===== src/rtl/aes_block_scheduler_if.sv =====
// ============================================================================
// Module      : aes_block_scheduler_if
// Description : Packet-FIFO read port and AES block handshake bundle.
// Revision    : 1.0  initial release
// ============================================================================
`default_nettype none

interface aes_block_scheduler_if #(
  parameter int NUMBITS    = 8,
  parameter int BLOCKBYTES = 16,
  parameter int CNTBITS    = 5
);
  logic                          fifo_empty;
  logic [NUMBITS-1:0]            fifo_r_data;
  logic                          fifo_r_enable;
  logic                          eop;
  logic [NUMBITS*BLOCKBYTES-1:0] blk_data;
  logic [CNTBITS-1:0]            blk_bytes;
  logic                          blk_valid;
  logic                          blk_ready;
  logic                          pkt_done;
  logic                          busy;

  // Scheduler side
  modport master (
    input  fifo_empty,
    input  fifo_r_data,
    output fifo_r_enable,
    input  eop,
    output blk_data,
    output blk_bytes,
    output blk_valid,
    input  blk_ready,
    output pkt_done,
    output busy
  );

  // FIFO / AES-core side
  modport slave (
    output fifo_empty,
    output fifo_r_data,
    input  fifo_r_enable,
    output eop,
    input  blk_data,
    input  blk_bytes,
    input  blk_valid,
    output blk_ready,
    input  pkt_done,
    input  busy
  );
endinterface

`default_nettype wire


===== src/rtl/aes_block_scheduler.sv =====
// ============================================================================
// Module      : aes_block_scheduler
// Description : Drains the show-ahead packet FIFO into padded AES blocks.
// Revision    : 1.0  initial release
// ============================================================================
`default_nettype none

module aes_block_scheduler #(
  parameter int                 NUMBITS    = 8,
  parameter int                 BLOCKBYTES = 16,
  parameter int                 CNTBITS    = 5,
  parameter logic [NUMBITS-1:0] PAD_BYTE   = '0
) (
  input  logic                  clk,
  input  logic                  n_rst,
  aes_block_scheduler_if.master bus
);

  localparam logic [CNTBITS-1:0] c_full = CNTBITS'(BLOCKBYTES);
  localparam logic [CNTBITS-1:0] c_last = CNTBITS'(BLOCKBYTES - 1);
  localparam logic [CNTBITS-1:0] c_zero = '0;

  typedef enum logic [2:0] {
    IDLE    = 3'd0,
    FILL    = 3'd1,
    PAD     = 3'd2,
    PRESENT = 3'd3,
    DONE    = 3'd4
  } state_t;

  state_t                        r_state;
  state_t                        w_next_state;
  logic [CNTBITS-1:0]            r_count;
  logic                          r_eop_pend;
  logic [NUMBITS*BLOCKBYTES-1:0] r_blk_data;

  logic w_pop;
  logic w_accept;
  logic w_eop_seen;
  logic w_blk_valid;
  logic w_pkt_done;
  logic w_busy;

  // Same-cycle eop counts toward the end-of-packet decision at a handshake
  assign w_eop_seen = r_eop_pend | bus.eop;

  always_ff @(posedge clk or negedge n_rst) begin
    if (!n_rst) begin
      r_state <= IDLE;
    end else begin
      r_state <= w_next_state;
    end
  end

  always_comb begin
    w_next_state = r_state;
    w_pop        = 1'b0;
    w_accept     = 1'b0;
    w_blk_valid  = 1'b0;
    w_pkt_done   = 1'b0;
    w_busy       = 1'b1;
    case (r_state)
      IDLE: begin
        w_busy = 1'b0;
        if (!bus.fifo_empty || r_eop_pend) begin
          w_next_state = FILL;
        end
      end
      FILL: begin
        w_pop = !bus.fifo_empty && (r_count < c_full);
        if (w_pop && (r_count == c_last)) begin
          w_next_state = PRESENT;
        end else if (r_eop_pend && bus.fifo_empty) begin
          w_next_state = (r_count == c_zero) ? DONE : PAD;
        end
      end
      PAD: begin
        w_next_state = PRESENT;
      end
      PRESENT: begin
        w_blk_valid = 1'b1;
        w_accept    = bus.blk_ready;
        if (bus.blk_ready) begin
          w_next_state = (w_eop_seen && bus.fifo_empty) ? DONE : FILL;
        end
      end
      DONE: begin
        w_pkt_done   = 1'b1;
        w_next_state = IDLE;
      end
      default: begin
        w_next_state = IDLE;
      end
    endcase
  end

  // Block assembly: byte slot k sits at the MSB end for k=0
  always_ff @(posedge clk or negedge n_rst) begin
    if (!n_rst) begin
      r_count    <= '0;
      r_blk_data <= '0;
    end else begin
      if (w_pop) begin
        for (int k = 0; k < BLOCKBYTES; k++) begin
          if (CNTBITS'(k) == r_count) begin
            r_blk_data[NUMBITS*(BLOCKBYTES-k)-1 -: NUMBITS] <= bus.fifo_r_data;
          end
        end
        r_count <= r_count + CNTBITS'(1);
      end else if (r_state == PAD) begin
        for (int k = 0; k < BLOCKBYTES; k++) begin
          if (CNTBITS'(k) >= r_count) begin
            r_blk_data[NUMBITS*(BLOCKBYTES-k)-1 -: NUMBITS] <= PAD_BYTE;
          end
        end
      end else if (w_accept) begin
        r_count    <= '0;
        r_blk_data <= '0;
      end
    end
  end

  // A second eop before pkt_done is absorbed into the pending flag
  always_ff @(posedge clk or negedge n_rst) begin
    if (!n_rst) begin
      r_eop_pend <= 1'b0;
    end else if (r_state == DONE) begin
      r_eop_pend <= 1'b0;
    end else if (bus.eop) begin
      r_eop_pend <= 1'b1;
    end
  end

  assign bus.fifo_r_enable = w_pop;
  assign bus.blk_data      = r_blk_data;
  assign bus.blk_bytes     = r_count;
  assign bus.blk_valid     = w_blk_valid;
  assign bus.pkt_done      = w_pkt_done;
  assign bus.busy          = w_busy;

endmodule

`default_nettype wire


===== src/flat_wrapper.sv =====
// flat-port wrapper written by rule: the top's interface ports become plain ports
module aes_block_scheduler_flat 
#(
  parameter int                 NUMBITS    = 8,
  parameter int                 BLOCKBYTES = 16,
  parameter int                 CNTBITS    = 5,
  parameter logic [NUMBITS-1:0] PAD_BYTE   = '0
)
  (clk, n_rst, bus_fifo_empty, bus_fifo_r_data, bus_fifo_r_enable, bus_eop, bus_blk_data, bus_blk_bytes, bus_blk_valid, bus_blk_ready, bus_pkt_done, bus_busy);
  aes_block_scheduler_if #(.NUMBITS(NUMBITS), .BLOCKBYTES(BLOCKBYTES), .CNTBITS(CNTBITS)) bus_i ();
  input  logic clk;
  input  logic n_rst;
  input wire logic [$bits(bus_i.fifo_empty)-1:0] bus_fifo_empty;
  input wire logic [$bits(bus_i.fifo_r_data)-1:0] bus_fifo_r_data;
  output wire logic [$bits(bus_i.fifo_r_enable)-1:0] bus_fifo_r_enable;
  input wire logic [$bits(bus_i.eop)-1:0] bus_eop;
  output wire logic [$bits(bus_i.blk_data)-1:0] bus_blk_data;
  output wire logic [$bits(bus_i.blk_bytes)-1:0] bus_blk_bytes;
  output wire logic [$bits(bus_i.blk_valid)-1:0] bus_blk_valid;
  input wire logic [$bits(bus_i.blk_ready)-1:0] bus_blk_ready;
  output wire logic [$bits(bus_i.pkt_done)-1:0] bus_pkt_done;
  output wire logic [$bits(bus_i.busy)-1:0] bus_busy;
  assign bus_i.fifo_empty = bus_fifo_empty;
  assign bus_i.fifo_r_data = bus_fifo_r_data;
  assign bus_fifo_r_enable = bus_i.fifo_r_enable;
  assign bus_i.eop = bus_eop;
  assign bus_blk_data = bus_i.blk_data;
  assign bus_blk_bytes = bus_i.blk_bytes;
  assign bus_blk_valid = bus_i.blk_valid;
  assign bus_i.blk_ready = bus_blk_ready;
  assign bus_pkt_done = bus_i.pkt_done;
  assign bus_busy = bus_i.busy;
  aes_block_scheduler #(.NUMBITS(NUMBITS), .BLOCKBYTES(BLOCKBYTES), .CNTBITS(CNTBITS), .PAD_BYTE(PAD_BYTE)) u_core (.clk(clk), .n_rst(n_rst), .bus(bus_i));
endmodule

===== config.mk =====
export PLATFORM = sky130hd
export DESIGN_NAME = aes_block_scheduler_flat
export DESIGN_NICKNAME = d
export VERILOG_FILES = /design/src/rtl/aes_block_scheduler_if.sv /design/src/rtl/aes_block_scheduler.sv /design/src/flat_wrapper.sv
export SDC_FILE = /design/constraint.sdc
export NUM_CORES = 1
export LEC_CHECK = 0
export BUFFER_PORTS_ARGS = -buffer_cell sky130_fd_sc_hd__clkbuf_2
export CAP_MARGIN = 20
export CELL_PAD_IN_SITES_DETAIL_PLACEMENT = 2
export CELL_PAD_IN_SITES_GLOBAL_PLACEMENT = 2
export CORE_UTILIZATION = 35
export DETAILED_ROUTE_END_ITERATION = 8
export PLACE_DENSITY_LB_ADDON = 0.1
export SETUP_SLACK_MARGIN = 0.2
export SYNTH_ARGS = -nofsm -noshare
export SYNTH_HDL_FRONTEND = slang
export SYNTH_SLANG_ARGS = --single-unit

===== constraint.sdc =====
create_clock -name clk -period 2.52 [get_ports clk]
set_input_delay 0.504 -clock clk [delete_from_list [all_inputs] [get_ports clk]]
set_output_delay 0.504 -clock clk [all_outputs]
set_load 0.005 [all_outputs]

==> flow_summary.toml <==
[status]
status = "finished, final reports clean"

[finish]
regArea_um2 = 3430
diodes = 0
drive_gt1_share_pct = 52.3
nNetsFinal = 630
areaGrowthSynthToFinish_pct = 32.7
layout.cells.most_common = "clkbuf_2"
multiInputGateArea_um2 = 2230
final_cell_mix = "clkbuf_2 (148), dfrtp_1 (134), mux2_2 (80), buf_4 (37), o2bb2ai_1 (32)"
nFillCells = 1649

[power_and_ir_drop]
p_leak_nw = 3.87
power_density_nw_per_um2 = 1360
peakVddDrop_mv = 0.534

[synthesis]
synth_cells = 428
synth_cell_types = 47
yosys_warnings = 0
ys_seq_area_share_pct = 59.5
syn_nets = 444
async_flop_share_pct = 100
ys_seq_elements = 137
syn_area_um2 = 5760
avgSynthCellArea_um2 = 13.5
ys.flop_type = "dfrtp_1"
synth_edf_count = 0

[critical_path]
crit_chain = "buf_4 -> nor2_1 -> o21ai_2 -> and2_1 -> a211oi_4 -> buf_12 -> mux2_2"
critPathSlowestCell = "dfrtp_1"
critPathKind = "reg -> reg"
cp_top_family = "simple AND/OR/NAND/NOR gates"
cp_num_cells = 7
reg2reg_depth = 7
worst-path-buf-inv = 2
worstPathArrival_ps = 2550
cp-end-kind = "flip-flop"
max_stage_delay_ps = 430
start_kind = "flip-flop"
critPathRequiredTime_ps = 2830
critPathMaxFanout = 16

[sta]
hold_viol_final = 0
max_freq_mhz = 445
tightest_slew_ps = 614
post-route-period-util_pct = 89.1
fin_skew_ps = 7.32
min_period_ps = 2250
rsz0062_at_grt = "yes"
tns_ps = 0
drv_slew = 0
setup_ws_ps = 275
setup_violations = 0
relSlewSlack_pct = 59.1

[placement]
io_buffers = 149
place_hpwl_um = 13300
gp_congestion = 0.826
place_worst_setup_slack_ps = -59.2

[job]
maxCapViolCount = 0

[drt]
wl_per_cell_um = 23.0
wirelength_um = 19300
drt_iter0_markers = 141
drcViolationCount = 0
dr.pass1.iters = 4
vias = 4416
via_per_inst = 5.24
ant_nets = 0

[global_routing]
antenna_found_initial = 0
gr-total-overflow = 0
first_global_vias = 4994
grt_max_degree = 61
grt_pass1_wl_um = 30100
grt_usage_pct = 24.3

[floorplanning]
start_util_pct = 36.0
die_w_um = 130
die_h_um = 130
core.rowCount = 46
ios = 150
dieArea_um2 = 17000
core_area_um2 = 16000

[clocking]
clock_path_buffers = 2
clock_latency_ps = 420
h-tree-depth = 4
cts_root_buf = "clkbuf_16"
clk_pin_slew_ps = 60
clock_sinks = 137
numCtsBuffers = 17
holdBufCountCts = 0
cts_tree = "done"

[min_path]
hold_path_class = "in -> async"
[synth_stat cells (2+ instances only)]
cell	number	area, µm²
a31oi_1	2	12.5
and3_1	9	56.3
and2_1	3	18.8
buf_6	2	22.5
mux2_2	80	901
nand2_1	27	101
nor2b_1	3	18.8
a21o_1	2	15.0
a31oi_4	2	42.5
o31ai_1	2	15.0
dfrtp_1	137	3430
nand3_1	6	30.0
o21ai_0	14	70.1
nand3b_1	2	15.0
buf_2	5	25.0
inv_1	6	22.5
a211oi_4	2	40.0
a21oi_1	13	65.1
or3_1	2	12.5
clkbuf_1	17	63.8
nand2b_1	2	12.5
a22o_1	17	149
ha_1	3	37.5
a21oi_4	3	48.8
o2bb2ai_1	32	280
nor2_1	8	30.0
nor3_1	7	35.0
[flip-flops by register name (all words and copies together) (netlist names)]
| name | count |
|---|---|
| u_core.r_eop_pend | 1 |
| u_core.bus.blk_bytes | 5 |
| u_core.bus.blk_data | 128 |
| u_core.r_state | 3 |
[power by group]
part,switching [mW],internal (mW),total (mW)
Combinational,2.32,2.12,4.44
Sequential,0.609,3.05,3.66
Clock,1.04,1.28,2.32
[kinds of logic (layout without fill, tap and decap cells)]
family / after synthesis / after routing / synth area share (%)
flip-flops: 137 / 137 / 59.5
AO/OA/AOI/OAI: 99 / 99 / 14.5
multiplexers: 82 / 82 / 16.0
AND/OR/NAND/NOR: 76 / 76 / 6.88
buffers and inverters: 31 / 230 / 2.45
adder cells (fa/ha/maj): 3 / 3 / 0.651
[area by class of cell]
cell class              count  area share (%)
flip-flops and latches    137            44.9
multi-input cells         260            29.2
repair buffers            192            15.0
clock buffers              18            5.61
well taps                 216            3.53
clock inverters            14            1.49
inverters                   6           0.294
[worst register-to-register path, delay by kind of cell, from the launching register on]
kind	cells	cell delay [ps]
AND/OR/NAND/NOR	2	530
AO/OA/AOI/OAI	2	450
flip-flops	1	430
buffers and inverters	2	390
multiplexers	1	340
[repair_timing]
action                                  in CTS  in global routing
pin swaps                                    2                  1
endpoints found under the setup margin      26                 85
gates resized for setup                      2                 13
buffers inserted                             3                  1
[routing by layer]
metal / routed length (µm) / part of all wire [%] / vias to the layer above / global-route usage (%)
met4: 241 / 1.2 / 0 / 6.76
met5: 0 / 0 / - / 0
li1: - / - / 1952 / -
met1: 7820 / 40 / 2327 / 29.5
met3: 1170 / 6.0 / 12 / 6.64
met2: 10100 / 52 / 125 / 42.2
[worst paths after layout]
path	startpoint	endpoint	slack, ps
max	u_core.bus.blk_bytes[4]	u_core.bus.blk_data[50]	270
min	n_rst	u_core.bus.blk_data[127]	60
max reg2reg	u_core.bus.blk_bytes[4]	u_core.bus.blk_data[50]	270
min reg2reg	u_core.bus.blk_data[106]	u_core.bus.blk_data[106]	490
max in group asynchronous	n_rst	u_core.bus.blk_data[8]	1760
min in group clk	bus_eop	u_core.r_eop_pend	320
[per-stage QoR]
stage	total power [mW]	utilization (%)	cells	hold slack, ps	area (µm²)
after global placement	7.77	43.9	807	471	7020
after floorplan	5.84	-	428	208	5760
after detailed placement	8.00	43.9	807	475	7020
final	10.4	47.8	843	65.0	7650
after global routing	11.1	47.8	843	99.6	7650
after CTS	10.5	47.6	842	88.3	7610
Power figures use the tool's default switching activity.
